## src/rtl/rr_mux_arbiter.sv

```systemverilog
// rr_mux_arbiter: round-robin owner arbiter for an 8-way shared mux, grant held per transaction; ARB_TIMEOUT_EN adds a MAX_HOLD revoke
module rr_mux_arbiter #(
  parameter int N_REQ = 8,
  parameter int SEL_W = 3,
  parameter int MAX_HOLD = 16
) (
  input  logic             clk,
  input  logic             rst_n,
  input  logic [N_REQ-1:0] req,
  input  logic             rel,
  output logic [N_REQ-1:0] grant,
  output logic [SEL_W-1:0] sel,
  output logic             busy,
  output logic             timeout
);
  if (N_REQ != 8 || SEL_W != 3 || MAX_HOLD < 1 || MAX_HOLD > 255) begin : g_bad_cfg
    $error("rr_mux_arbiter: N_REQ must be 8, SEL_W 3, MAX_HOLD 1..255");
  end
  typedef enum logic {IDLE, OWN} state_t;
  state_t state, state_nx;
  logic [SEL_W-1:0] last, last_nx, sel_nx, ptr, win, idx;
  logic [N_REQ-1:0] grant_nx, cand;
  logic found, done, tmo;
  assign busy = state == OWN;
  assign ptr = state == OWN ? sel : last;
  assign cand = state == OWN ? req & ~grant : req;
  assign found = |cand;
  assign done = state == OWN && (rel || !req[sel] || tmo);
  always_comb begin
    win = ptr;
    idx = ptr;
    for (int i = N_REQ; i >= 1; i--) begin
      idx = ptr + SEL_W'(i);
      win = cand[idx] ? idx : win;
    end
  end
  always_comb begin
    state_nx = state;
    last_nx = last;
    sel_nx = sel;
    grant_nx = grant;
    if (state == IDLE && found) begin
      state_nx = OWN;
      sel_nx = win;
      grant_nx = N_REQ'(1) << win;
    end else if (done) begin
      last_nx = sel;
      sel_nx = found ? win : sel;
      grant_nx = found ? N_REQ'(1) << win : req[sel] ? grant : '0;
      state_nx = found || req[sel] ? OWN : IDLE;
    end
  end
  always_ff @(posedge clk or negedge rst_n)
    if (!rst_n) begin
      state <= IDLE;
      last <= SEL_W'(N_REQ - 1);
      sel <= '0;
      grant <= '0;
      timeout <= 1'b0;
    end else begin
      state <= state_nx;
      last <= last_nx;
      sel <= sel_nx;
      grant <= grant_nx;
      timeout <= tmo;
    end
`ifdef ARB_TIMEOUT_EN
  logic [7:0] cnt;
  assign tmo = state == OWN && cnt == 8'(MAX_HOLD - 1) && !rel && req[sel];
  // Every new grant, including a re-grant to the same owner, restarts the hold window
  always_ff @(posedge clk or negedge rst_n)
    if (!rst_n) cnt <= '0;
    else cnt <= (state == IDLE && found) || done ? '0 : state == OWN ? cnt + 8'd1 : cnt;
`else
  assign tmo = 1'b0;
`endif
endmodule

```

## config.mk

```make
export PLATFORM = sky130hd
export DESIGN_NAME = rr_mux_arbiter
export DESIGN_NICKNAME = d
export VERILOG_FILES = /design/src/rtl/rr_mux_arbiter.sv
export SDC_FILE = /design/constraint.sdc
export NUM_CORES = 1
export LEC_CHECK = 0
export CELL_PAD_IN_SITES_DETAIL_PLACEMENT = 1
export CELL_PAD_IN_SITES_GLOBAL_PLACEMENT = 1
export CORE_MARGIN = 2
export CORE_UTILIZATION = 47
export CTS_BUF_LIST = sky130_fd_sc_hd__clkbuf_4 sky130_fd_sc_hd__clkbuf_8
export DETAILED_ROUTE_END_ITERATION = 16
export GPL_TIMING_DRIVEN = 0
export PLACE_DENSITY = 0.87
export SLEW_MARGIN = 0
export SYNTH_ARGS = -nofsm -noshare
export SYNTH_HDL_FRONTEND = slang
export SYNTH_SLANG_ARGS = --single-unit
```

## constraint.sdc

```tcl
create_clock -name clk -period 10.4 [get_ports clk]
set_clock_uncertainty 0.2 [all_clocks]
set_input_delay 1.04 -clock clk [delete_from_list [all_inputs] [get_ports clk]]
set_output_delay 1.04 -clock clk [all_outputs]
set_load 0.1 [all_outputs]
```

=== After elaboration in Yosys (flattened, before gate mapping) ===
Index checks and enable logic that the tools add are counted.

* Flip-flop bits (word level): 15
* Word-level logic and storage cells: 71
* Output and inout port bits: 13

* Magnitude comparators: 8
* Reduce and logical (&&, ||, !) cells: 11
* Muxes and demuxes: 35
* Equality and inequality tests: 1
* Add/sub/neg operators: 7
* Bitwise operators: 4
* Shifts and indexed selects: 1

{| class="wikitable"
|+ Operator list
! kind !! count
|-
| 2-to-1 mux 8 bit || 5
|-
| 2-to-1 mux 3 bit || 11
|-
| less-than comparator 3 x 4 -> 1 bit (second input constant) || 8
|-
| binary-select mux 1 bit (select 3 bit) || 8
|-
| adder 3 bit (second input constant) || 4
|-
| 2-to-1 mux 1 bit || 11
|-
| bitwise AND 8 bit || 1
|-
| inverter 8 bit || 1
|-
| OR reduction 8 bit || 1
|-
| left shift 1 x 3 -> 8 bit (first input constant) || 1
|-
| adder 3 x 2 -> 3 bit (second input constant) || 2
|-
| AND reduction 2 bit || 3
|-
| nonzero test 2 bit || 2
|-
| adder 3 x 1 -> 3 bit (second input constant) || 1
|-
| != test 3 x 2 -> 1 bit (second input constant) || 1
|-
| logical AND 1 bit || 2
|-
| logical OR 1 bit || 2
|-
| inverter 1 bit || 2
|-
| logical NOT 1 bit || 1
|}

=== Depth between registers and ports, before layout ===
* Depth in word-level cells: 16
* Gate-level depth with buffers: 14
* Gate-level depth less buffers: 11

=== Worst setup path before layout ===
No wires, ideal clock.

* Kind: register to register
* Start: register state, in the netlist busy
* End: register sel[1]
* Data required time: 10.074 ns
* Path buffers: 3
* Library setup time: 0.126 ns
* Path slack: 6.306 ns
* Stages on the path, launching flop included: 15
* Data arrival time: 3.768 ns
* Clock period less this slack: 4.094 ns
* Cell sequence: dfrtp_1 > buf_6 > buf_2 > mux2i_4 > inv_1 > buf_2 > ha_1 > and2_1 > or3_1 > a21oi_1 > a311oi_1 > or4_1 > nand4_2 > a31oi_4 > mux2_2

* Cells in the longest elaborated chain, start to end: 14
* Elaborated cells on any way between the ends: 40

{| class="wikitable"
|+ Ends and longest elaborated chain
! element !! line !! RTL
|-
| from (decl) || 20 || <nowiki>state_t state, state_nx;</nowiki>
|-
| from (signal assigned) || 61 || <nowiki>state <= state_nx;</nowiki>
|-
| 2-to-1 mux 3 bit || 25 || <nowiki>assign ptr = state == OWN ? sel : last;</nowiki>
|-
| adder 3 bit || 33 || <nowiki>idx = ptr + SEL_W'(i);</nowiki>
|-
| binary-select mux 1 bit (select 3 bit) || 34 || <nowiki>win = cand[idx] ? idx : win;</nowiki>
|-
| 2-to-1 mux 1 bit (implied by the code) || 34 ||
|-
| 2-to-1 mux 3 bit (7 in series) || 34 ||
|-
| 2-to-1 mux 3 bit || 48 || <nowiki>sel_nx = found ? win : sel;</nowiki>
|-
| 2-to-1 mux 3 bit || 46 || <nowiki>end else if (done) begin</nowiki>
|-
| 2-to-1 mux 3 bit || 42 || <nowiki>if (state == IDLE && found) begin</nowiki>
|-
| to (signal assigned) || 63 || <nowiki>sel <= sel_nx;</nowiki>
|-
| to (decl) || 12 || <nowiki>output logic [SEL_W-1:0] sel,</nowiki>
|}

Several ways; a longest one is shown, not always the timed one. The select of a mux whose other input is x is not followed.
A chain may end at the register's enable or synchronous reset.

=== Worst setup path in the final report ===
* Start: register state, in the netlist busy
* End: register grant[6]

* Cells in the longest elaborated chain, start to end: 15
* Elaborated cells on any way between the ends: 41

{| class="wikitable"
|+ Ends and longest elaborated chain
! element !! line !! RTL
|-
| 2-to-1 mux 3 bit || 25 ||
|-
| adder 3 bit || 33 ||
|-
| binary-select mux 1 bit (select 3 bit) || 34 ||
|-
| 2-to-1 mux 1 bit (implied by the code) || 34 ||
|-
| 2-to-1 mux 3 bit (7 in series) || 34 ||
|-
| left shift 1 x 3 -> 8 bit || 45, 49 ||
|-
| 2-to-1 mux 8 bit || 49 || <nowiki>grant_nx = found ? N_REQ'(1) << win : req[sel] ? grant : '0;</nowiki>
|-
| 2-to-1 mux 8 bit || 46 ||
|-
| 2-to-1 mux 8 bit || 42 ||
|-
| to (signal assigned) || 64 || <nowiki>grant <= grant_nx;</nowiki>
|-
| to (decl) || 11 || <nowiki>output logic [N_REQ-1:0] grant,</nowiki>
|}

Several ways; a longest one is shown, not always the timed one. The select of a mux whose other input is x is not followed.

==> reports/results.tsv <==
stage	metric	value	unit
status	status	finished, final reports clean	
setup_path	slowest_delay	440	ps
die	initial_utilization	0.498	
clocking	ctsResizeCount	0	
sta	period_needed	3900	ps
sta	setup_viol	0	
clocking	postCtsSetupBuffers	0	
setup_path	critPathBufInv	4	
drt	vias_per_cell	6.39	
setup_path	cp-end-kind	flop	
drt	drc	0	
place	dp_hpwl	4.61	mm
run	drv_cap	0	
place	port-buffer-count	22	
setup_path	path_delay_family	compound AO/OA/AOI/OAI gates	
layout	syn_to_final_growth	17.6	%
die	die_x	67	um
clocking	cts_max_level	1	
clocking	ctsHoldBuffers	0	
die	io_pins	24	
setup_path	cp.required	10350	ps
global_routing	grt_usage	0.279	
global_routing	antenna_found_initial	0	
clocking	cts_root_buf	clkbuf_8	
global_routing	grt_pass1_wl	9.47	mm
sta	fin_tns_setup	0	ps
die	rows	22	
setup_path	r2r_end	grant[6]	
layout	nFillCells	470	
yosys	synth-edff-count	0	
place	place_congestion	0.906	
sta	tightest_slew	970	ps
setup_path	cpMaxStageDelayCell	a311oi_1	
drt	first_pass_iters	4	
setup_path	reg2reg_depth	14	
min_path	min_path_cells	2	
yosys	yosys_warnings	0	
yosys	synth_nets	232	
sta	clock.fmax	256	MHz
clocking	cts_made_buffers	3	
clocking	clk_latency	240	ps
sta	slew-limit-headroom	0.351	
setup_path	r2r_setup_slack	6500	ps
setup_path	worstPathArrival	3850	ps
setup_path	critPathLaunchType	flop	
setup_path	worstPathCellList	buf_6 -> buf_2 -> mux2i_4 -> inv_1 -> buf_2 -> ha_1 -> and2_1 -> nor3_1 -> o21ai_0 -> a311oi_1 -> or4_1 -> nand4_2 -> a31o_2 -> o31ai_1	
die	dieArea	0.00449	sq mm
drt	antenna_left	0	
setup_path	critical_path_class	flop to flop	
global_routing	overflow	0	
setup_path	path_max_fanout	10	
yosys	synth_cell_types	59	
drt	drt_iter0_markers	127	
min_path	hp-start	grant[2]	
min_path	holdPathEnd	grant[2]	
global_routing	grt_pass1_vias	1882	
clocking	clock_path_buffers	2	
yosys	yosysSeqAreaShare	0.203	
yosys	synth_flop_cell	dfrtp_1	
setup_path	timing.rr.start	busy	
drt	wire_per_inst	19.5	um
drt	postRouteWirelength	5.71	mm
layout	drive_gt1_frac	0.176	
yosys	netlist_instances	219	
die	core_area	0.00374	sq mm
min_path	hp-class	flop to flop	
sta	finalMaxSlewViolations	0	
layout	diodes	0	
sta	period_share	0.375	
sta	rsz0062_at_grt	false	
layout	nets	259	
setup_path	crit_path_frequent_cell	buf_2	
clocking	cts.sinks	15	
clocking	cts_tree	built	
place	dp_cells	289	
yosys	synth_area_per_cell	8.52	sq um
global_routing	grt_max_degree	16	
layout	fin_cells	293	
die	die_h	67	um
yosys	ys_ff_latch	15	
yosys	syn-cell-area	0.00187	sq mm
yosys	async_flop_share	1.00	
clocking	clk_pin_slew_worst_paths	60	ps
drt	vias	1872	
sta	final_hold_viol_count	0	
layout	final_util	0.586	
[metrics by stage]
step / cell area, sq um / worst slack (ps) / hold slack (ps)
finish: 2190 / 6500 / 395
global route: 2190 / 6090 / 439
CTS: 2190 / 6490 / 391
detailed placement: 2150 / 6310 / 378
global placement: 2150 / 6380 / 367
floorplan: 1870 / 6310 / 409
[cell families after synthesis]
| logic type | after synthesis | synth area share |
|---|---|---|
| compound gates | 76 | 0.306 |
| simple gates | 75 | 0.217 |
| mux | 26 | 0.186 |
| buf+inv | 22 | 0.0583 |
| flops | 15 | 0.203 |
| fa+ha+maj | 2 | 0.0134 |
| xor+xnor | 2 | 0.0134 |
| other cells | 1 | 0.00201 |
[worst max-delay path by stage]
stage,startpoint,to,slack (ps),depth (start not counted)
after floorplan,busy,sel[1],6310,14
after global placement,req[3],grant[4],6380,9
after detailed placement,req[3],grant[6],6310,9
after CTS,busy,grant[6],6490,13
after global routing,busy,grant[1],6090,13
final,busy,grant[6],6500,14
[metal layers]
| metal | part of all wire | global-route usage |
|---|---|---|
| met5 | 0 | 0 |
| met4 | 0.0098 | 0.0408 |
| met1 | 0.45 | 0.383 |
| met2 | 0.48 | 0.478 |
| met3 | 0.057 | 0.0321 |
[synth_stat cells (5+ instances only)]
| cell | n | share of area |
|---|---|---|
| nand2_1 | 18 | 0.036 |
| mux2i_1 | 10 | 0.054 |
| nor2_1 | 11 | 0.022 |
| o221ai_1 | 6 | 0.028 |
| inv_1 | 12 | 0.024 |
| dfrtp_1 | 12 | 0.16 |
| o31ai_1 | 9 | 0.036 |
| nand2b_1 | 7 | 0.023 |
| nor3_1 | 6 | 0.016 |
| a21oi_1 | 17 | 0.046 |
| o21ai_0 | 7 | 0.019 |
| nand3_1 | 7 | 0.019 |
| o21a_1 | 5 | 0.020 |
| mux2_2 | 9 | 0.054 |
[cells in the final DEF, fill, tap and decap left out, types with 3 or more instances in the layout]
| master | instances |
|---|---|
| o211ai_1 | 4 |
| clkbuf_8 | 3 |
| o21ai_0 | 7 |
| dfrtp_1 | 12 |
| o221ai_1 | 6 |
| nand2b_1 | 7 |
| nor2_1 | 11 |
| clkdlybuf4s50_1 | 22 |
| buf_2 | 3 |
| dfstp_2 | 3 |
| nand3b_1 | 4 |
| inv_1 | 12 |
| nor3_1 | 6 |
| or3_1 | 3 |
| o22ai_1 | 4 |
| nor4_1 | 3 |
| o31ai_1 | 9 |
| nor2b_1 | 4 |
| mux2i_1 | 10 |
| o21a_1 | 5 |
| a32oi_1 | 3 |
| nand2_1 | 18 |
| and2_1 | 4 |
| a21oi_1 | 17 |
| mux2i_4 | 4 |
| mux2_2 | 9 |
| nand3_1 | 7 |
[area by class of cell]
cell class / instances / area (sq um) / area share
tap: 48 / 60.1 / 0.0274
multi-input combinational: 182 / 1380 / 0.628
buffer: 9 / 60.1 / 0.0274
inverter: 13 / 48.8 / 0.0222
timing repair buffer: 22 / 220 / 0.100
sequential: 15 / 379 / 0.173
clock buffer: 4 / 48.8 / 0.0222
[registers in the layout, summed over array words and instances (netlist names)]
| name | flops |
|---|---|
| grant | 8 |
| busy | 1 |
| sel | 3 |
| last | 3 |
[worst reg2reg max path, delay by kind of cell (launching register included)]
family	cells	cell delay [ps]
multiplexers	1	420
AO/OA/AOI/OAI	4	1120
buffers and inverters	4	730
adder cells (fa/ha/maj)	1	250
flip-flops	1	360
AND/OR/NAND/NOR	4	730
Power is not shown: default switching activity piles up to over one toggle a cycle in this logic, so the estimate is an artifact.
